## config.mk

```make
export PLATFORM = sky130hd
export DESIGN_NAME = alu_exec_stage
export DESIGN_NICKNAME = d
export VERILOG_FILES = /design/src/rtl/alu_exec_stage.sv
export SDC_FILE = /design/constraint.sdc
export NUM_CORES = 1
export LEC_CHECK = 0
export CAP_MARGIN = 20
export CORE_MARGIN = 2
export CORE_UTILIZATION = 45
export DETAILED_ROUTE_END_ITERATION = 10
export PLACE_DENSITY = 0.81
export SYNTH_ARGS = -nofsm -noshare
export SYNTH_HDL_FRONTEND = slang
export SYNTH_SLANG_ARGS = --single-unit
export TNS_END_PERCENT = 100
```

## constraint.sdc

```tcl
create_clock -name clk -period 6.1 [get_ports clk]
set_clock_uncertainty 0.1 [all_clocks]
set_input_delay 0.61 -clock clk [delete_from_list [all_inputs] [get_ports clk]]
set_output_delay 0.61 -clock clk [all_outputs]
set_load 0.02 [all_outputs]
```

## src/rtl/alu_exec_stage.sv

```systemverilog
// alu_exec_stage: execute stage that sits after the ALU-control decoder.
// It computes AND/OR/ADD/SUB on two operands. Results are held in a 2-entry
// skid buffer (HEAD drives out_*, SKID absorbs one extra op) so out_ready
// never reaches in_ready combinationally.
// Optional build macro ALU_STATS_EN adds the stat_ops/stat_stall counters.
// state_dbg exposes the occupancy FSM (0 EMPTY, 1 ONE, 2 FULL).
//
// Handshake: a transfer happens on a rising edge where valid and ready are
// both 1. A producer holding valid keeps its payload stable until the
// transfer. in_ready is a registered function of the FSM state alone.
module alu_exec_stage #(
  parameter int XLEN = 32,
  parameter int RD_W = 5
) (
  input  logic            clk,
  input  logic            rst,
  input  logic            in_valid,
  output logic            in_ready,
  input  logic [3:0]      in_alu_ctrl,
  input  logic [XLEN-1:0] in_a,
  input  logic [XLEN-1:0] in_b,
  input  logic [RD_W-1:0] in_rd,
  input  logic            in_wen,
  output logic            out_valid,
  input  logic            out_ready,
  output logic [XLEN-1:0] out_result,
  output logic            out_zero,
  output logic [RD_W-1:0] out_rd,
  output logic            out_wen,
  output logic            out_illegal,
  output logic            err_sticky,
`ifdef ALU_STATS_EN
  output logic [31:0]     stat_ops,
  output logic [31:0]     stat_stall,
`endif
  output logic [1:0]      state_dbg
);

  typedef enum logic [1:0] {
    EMPTY = 2'd0,
    ONE   = 2'd1,
    FULL  = 2'd2
  } state_t;

  typedef struct packed {
    logic [XLEN-1:0] result;
    logic            zero;
    logic [RD_W-1:0] rd;
    logic            wen;
    logic            illegal;
  } entry_t;

  state_t state, state_n;
  entry_t head, skid, new_entry;
  logic   in_ready_q;
  logic   in_xfer, out_xfer;
  logic   load_head_new, load_skid, move_skid;

  assign in_ready  = in_ready_q;
  assign out_valid = (state != EMPTY);
  assign in_xfer   = in_valid & in_ready_q;
  assign out_xfer  = out_valid & out_ready;
  assign state_dbg = state;

  assign out_result  = head.result;
  assign out_zero    = head.zero;
  assign out_rd      = head.rd;
  assign out_wen     = head.wen;
  assign out_illegal = head.illegal;

  // Compute the candidate entry from the issue-side inputs.
  always_comb begin
    new_entry         = '0;
    new_entry.rd      = in_rd;
    new_entry.illegal = 1'b0;
    case (in_alu_ctrl)
      4'b0000: new_entry.result = in_a & in_b;
      4'b0001: new_entry.result = in_a | in_b;
      4'b0010: new_entry.result = in_a + in_b;
      4'b0011: new_entry.result = in_a - in_b;
      default: begin
        new_entry.result  = '0;
        new_entry.illegal = 1'b1;
      end
    endcase
    new_entry.zero = (new_entry.result == '0);
    new_entry.wen  = in_wen & ~new_entry.illegal;
  end

  // Next-state and buffer-steering decisions for the occupancy FSM.
  always_comb begin
    state_n       = state;
    load_head_new = 1'b0;
    load_skid     = 1'b0;
    move_skid     = 1'b0;
    case (state)
      EMPTY: begin
        if (in_xfer) begin
          load_head_new = 1'b1;
          state_n       = ONE;
        end
      end
      ONE: begin
        if (in_xfer && out_xfer) begin
          load_head_new = 1'b1;
        end else if (in_xfer) begin
          load_skid = 1'b1;
          state_n   = FULL;
        end else if (out_xfer) begin
          state_n = EMPTY;
        end
      end
      FULL: begin
        if (out_xfer) begin
          move_skid = 1'b1;
          state_n   = ONE;
        end
      end
      default: state_n = EMPTY;
    endcase
  end

  // State, registered in_ready, storage entries and the sticky error flag.
  always_ff @(posedge clk) begin
    if (rst) begin
      state      <= EMPTY;
      in_ready_q <= 1'b0;
      head       <= '0;
      skid       <= '0;
      err_sticky <= 1'b0;
    end else begin
      state      <= state_n;
      in_ready_q <= (state_n != FULL);
      if (load_head_new) head <= new_entry;
      else if (move_skid) head <= skid;
      if (load_skid) skid <= new_entry;
      if (in_xfer && new_entry.illegal) err_sticky <= 1'b1;
    end
  end

`ifdef ALU_STATS_EN
  // Completed-result and back-pressure counters; both wrap naturally.
  always_ff @(posedge clk) begin
    if (rst) begin
      stat_ops   <= '0;
      stat_stall <= '0;
    end else begin
      if (out_xfer) stat_ops <= stat_ops + 32'd1;
      if (out_valid && !out_ready) stat_stall <= stat_stall + 32'd1;
    end
  end
`endif

endmodule

```

### Word level (Yosys, flattened, before mapping)

Cells that the tools add are included.

| word-level totals | value |
|---|---|
| register bits after elaboration | 84 |
| input port bits | 78 |
| output and inout bits | 45 |
| word-level logic and storage cells | 51 |

| operators by class | value |
|---|---|
| add/subtract/negate cells | 2 |
| eq/ne operators | 6 |
| mux-type cells | 17 |
| bitwise logic cells | 5 |
| reduce and logical (&&, ||, !) cells | 8 |

Operators by type and width:

| cell | count |
|---|---|
| case mux 32 bit (4 select lines) | 1 |
| two-way mux 40 bit | 2 |
| adder 32 bit | 1 |
| AND 32 bit | 1 |
| logical NOT 32 bit | 1 |
| bitwise OR 32 bit | 1 |
| subtractor 32 bit | 1 |
| two-way mux 2 bit | 5 |
| == test 4 x 2 -> 1 bit (second input constant) | 2 |
| two-way mux 1 bit | 7 |
| case mux 2 bit (3 select lines) | 1 |
| == test 4 x 1 -> 1 bit (second input constant) | 1 |
| logical NOT 4 bit | 1 |
| nonzero test 2 bit | 2 |
| OR reduction 4 bit | 1 |
| AND 1 bit | 3 |
| == test 2 x 1 -> 1 bit (second input constant) | 1 |
| == test 2 bit (second input constant) | 1 |
| logical AND 1 bit | 2 |
| logical NOT 2 bit | 1 |
| inequality test 2 bit (second input constant) | 1 |
| case mux 1 bit (2 select lines) | 1 |

### Longest topological paths before layout

| depth | value |
|---|---|
| word-level depth | 7 |
| mapped depth | 20 |
| mapped depth without buffers | 18 |

### Worst setup path before layout

OpenSTA, ideal clock, no wires.

| path | value |
|---|---|
| kind | input to register |
| start point | in in_b[14] |
| end point | reg skid[7] in the netlist's numbering |
| library setup time | 0.101 ns |
| data arrival time | 5.307 ns |
| required time | 5.899 ns |
| path slack | 0.592 ns |
| stages | 18 |
| buffers on the path | 1 |
| path through | or4_4 or3_4 or4_4 nor4_1 a21oi_1 xnor2_1 ha_1 clkbuf_1 a21oi_1 a21boi_0 nor4_1 o21ai_0 a211o_1 xor2_1 a22oi_1 or4b_1 or3_1 o41ai_1 |

| on the way | value |
|---|---|
| longest elaborated chain between the ends | 3 |
| elaborated cells on any way between the ends | 6 |
| classes of those cells | 2 x add/sub; 1 x mux; 2 x bitwise; 1 x reduce/logical |

Ends and longest elaborated chain:

| item | RTL line | RTL |
|---|---|---|
| start, declared | 21 | `input logic [XLEN-1:0] in_b,` |
| subtractor 32 bit, or another cell as far along | 80 | `4'b0011: new_entry.result = in_a - in_b;` |
| case mux 32 bit (4 select lines) (*) | 76 | `case (in_alu_ctrl)` |
| logical NOT 32 bit (*) | 86 | `new_entry.zero = (new_entry.result == '0);` |
| end signal, assigned | 136 | `if (load_skid) skid <= new_entry;` |
| end, declared | 54 | `entry_t head, skid, new_entry;` |

Mark *: on every way between the ends. The rest lies on a longest branch, timed or not.
A chain may end at the register's enable or synchronous reset.

### Final worst setup path

Ends and elaborated chain as after synthesis.

==> results.json <==
{
  "period_share": 0.9408,
  "critPathLaunchType": "primary input",
  "fin_tns_setup_ps": 0,
  "p_seq_frac": 0.333,
  "synth.top_cell.area_share": 0.2458,
  "final_max_slew_viol_count": 0,
  "final-instance-count-excl-fill": 1240,
  "hpwlAfterDp_um": 16050,
  "comb_power_share": 0.348,
  "cts.path.max_buffers": 2,
  "leakage_nw": 3.167,
  "cts_tree": "built",
  "powerDensity_nw_per_um2": 203.3,
  "finalHoldViolCount": 0,
  "min_from": "skid[5]",
  "io_pins": 123,
  "ir_worst_vdd_uv": 117.1,
  "cts-root-buf": "clkbuf_16",
  "gp_congestion": 0.9434,
  "start_util": 0.4551,
  "path_class": "primary input to flip-flop",
  "diodes": 0,
  "p_int_mw": 1.165,
  "yosysSeqAreaShare": 0.2458,
  "wl_met2_um": 9674,
  "yosys-top-cells-count": "145 x nand2_1, 109 x nor2_1, 93 x a21oi_1",
  "area_growth_pct": 26.06,
  "port_buffers": 122,
  "synth.area.top_cells": "dfxtp_1 25%, nand2_1 8.0%, a21oi_1 6.8%, ha_1 6.2%, nor2_1 6.0%",
  "clkTransAtPathRegs_ps": 60,
  "startpoint": "in_b[14]",
  "final_area_sq_um": 8625,
  "vias": 7566,
  "hold_path_class": "flip-flop to flip-flop",
  "p_sw_mw": 0.5890,
  "synth_flop_cell": "dfxtp_1",
  "drt_first_pass_iters": 5,
  "fillerInstances": 1352,
  "avgSynthCellArea_sq_um": 7.224,
  "fmax_mhz": 174.3,
  "status": "finished, final reports clean",
  "synth_edf_count": 0,
  "worstPathRequired_ps": 6230,
  "yosysUniqueCellTypes": 71,
  "cp-end-kind": "flip-flop",
  "die_h_um": 127.3,
  "postCtsHoldBufs": 0,
  "post_cts_buffers": 0,
  "cts_resized": 0,
  "viasPerCell": 6.102,
  "synth-async-reset-ratio": 0,
  "worstMarginPinSlew_ps": 988.1,
  "numCtsBuffers": 9,
  "place_inst": 1224,
  "utilization": 0.5737,
  "placed_area_sq_um": 8314,
  "cp_max_fo": 9,
  "grt_overflow_total": 0,
  "final_antenna_net_count": 0,
  "nNetsFinal": 1160,
  "die_area_sq_um": 16210,
  "syn_nets": 1060,
  "grt_pass1_vias": 6863,
  "top_layer_used": "met4",
  "fin_crit_ps": 5739,
  "rr_startpoint": "in_ready",
  "routed_wl_um": 21430,
  "die_x_um": 127.3,
  "core_region_area_sq_um": 15030,
  "synth_area_sq_um": 6842,
  "post-synth-top-count-cell": "nand2_1",
  "drive_gt1_frac": 0.07605,
  "setup_viol": 0,
  "yosys_register_bits": 84,
  "total_power_mw": 1.754,
  "wl_per_cell_um": 17.28,
  "htreeDepth": 3,
  "clkPwrFrac": 0.319,
  "drcViolationCount": 0,
  "max_slew_margin": 0.3397,
  "routedLengthMet1_um": 9831,
  "num_rows": 45,
  "yosysWarnings": 0,
  "swShare": 0.3359,
  "synth_top_cell_by_area": "dfxtp_1",
  "syn_inst": 947,
  "route.met3.wl_um": 1487,
  "antenna_found_initial": 0,
  "grt_max_degree": 86,
  "maxCapViolCount": 0,
  "grt.total_usage": 0.2614,
  "reg2reg_slack_ps": 3490,
  "grt_pass1_wl_um": 34850,
  "grt_setup_unrepaired": "no",
  "clock-sinks": 84,
  "clk_latency_ps": 330,
  "crit_arrival_ps": 5870,
  "drt_iter0_markers": 662
}
[area by class of cell]
class                   count  area (sq um)  share of cell area
well taps                 188         235.2             0.02727
flip-flops and latches     84          1682              0.1950
repair buffers            159          1494              0.1732
clock buffers              10         239.0             0.02771
inverters                  17         63.81            0.007399
clock inverters             6         71.32            0.008269
multi-input cells         776          4840              0.5611
[flip-flops by register name (all words and copies together) (netlist names)]
name,count
in_ready,1
skid,40
out_result,32
out_zero,1
out_wen,1
state_dbg,2
out_illegal,1
out_rd,5
err_sticky,1
[power by group through the flow]
stage	clock [mW]	combinational, mW	sequential (mW)
2_1_floorplan	0	0.354	0.614
3_3_place_gp	0	0.593	0.596
3_5_place_dp	0	0.597	0.596
4_1_cts	0.563	0.600	0.584
5_1_grt	0.588	0.665	0.586
6_report	0.560	0.610	0.584
[metrics by stage]
step	setup slack [ps]	hold slack [ps]
after global routing	42.98	370.7
after CTS	383.2	355.8
after floorplan	591.8	336.6
after detailed placement	52.41	346.8
after global placement	169.5	341.5
final	361.2	353.5
[layout by cell type (no fill, tap or decap), drive strengths merged, types with 10 or more instances in the layout]
cell type,instances
a211oi,22
a21o,13
a21oi,93
a22oi,14
a311oi,24
and3,11
buf,38
clkbuf,10
clkdlybuf4s50,121
dfxtp,84
ha,34
inv,19
maj3,21
nand2,145
nand4,21
nor2,110
nor3,25
nor4,10
o21ai,48
or3,10
xnor2,26
xor2,21
[worst max-delay path, cell delays in order]
cell             delay [ps]
clkdlybuf4s50_1         480
or4_4                   570
or3_4                   360
or4_4                   460
nor4_1                  190
buf_4                   190
a21oi_1                  80
xnor2_1                 130
ha_1                    310
buf_4                   180
nand4_1                 140
nor2_1                   60
nor3_1                  330
a21boi_0                300
a21oi_1                 110
xnor2_1                 160
o32ai_1                 110
or4b_1                  540
or3_1                   340
o41ai_1                 230
[routing by layer]
layer,up-vias,global-route usage
met5,-,0
met4,0,0.06658
met3,28,0.03099
met2,284,0.4152
met1,3587,0.3773
li1,3667,-
[cell families after synthesis]
| family | synth area share |
|---|---|
| mux | 0.01079 |
| fa+ha+maj | 0.09583 |
| compound gates | 0.2868 |
| xor+xnor | 0.06017 |
| buf+inv | 0.04791 |
| flops | 0.2458 |
| simple gates | 0.2527 |
[final timing paths]
| path | end | cells after the start |
|---|---|---|
| worst min register to register | skid[5] | 2 |
| worst max register to register | out_zero | 6 |
| worst min-delay path | skid[5] | 2 |
| worst max-delay path | skid[7] | 20 |
(Power assumes the default switching activity.)
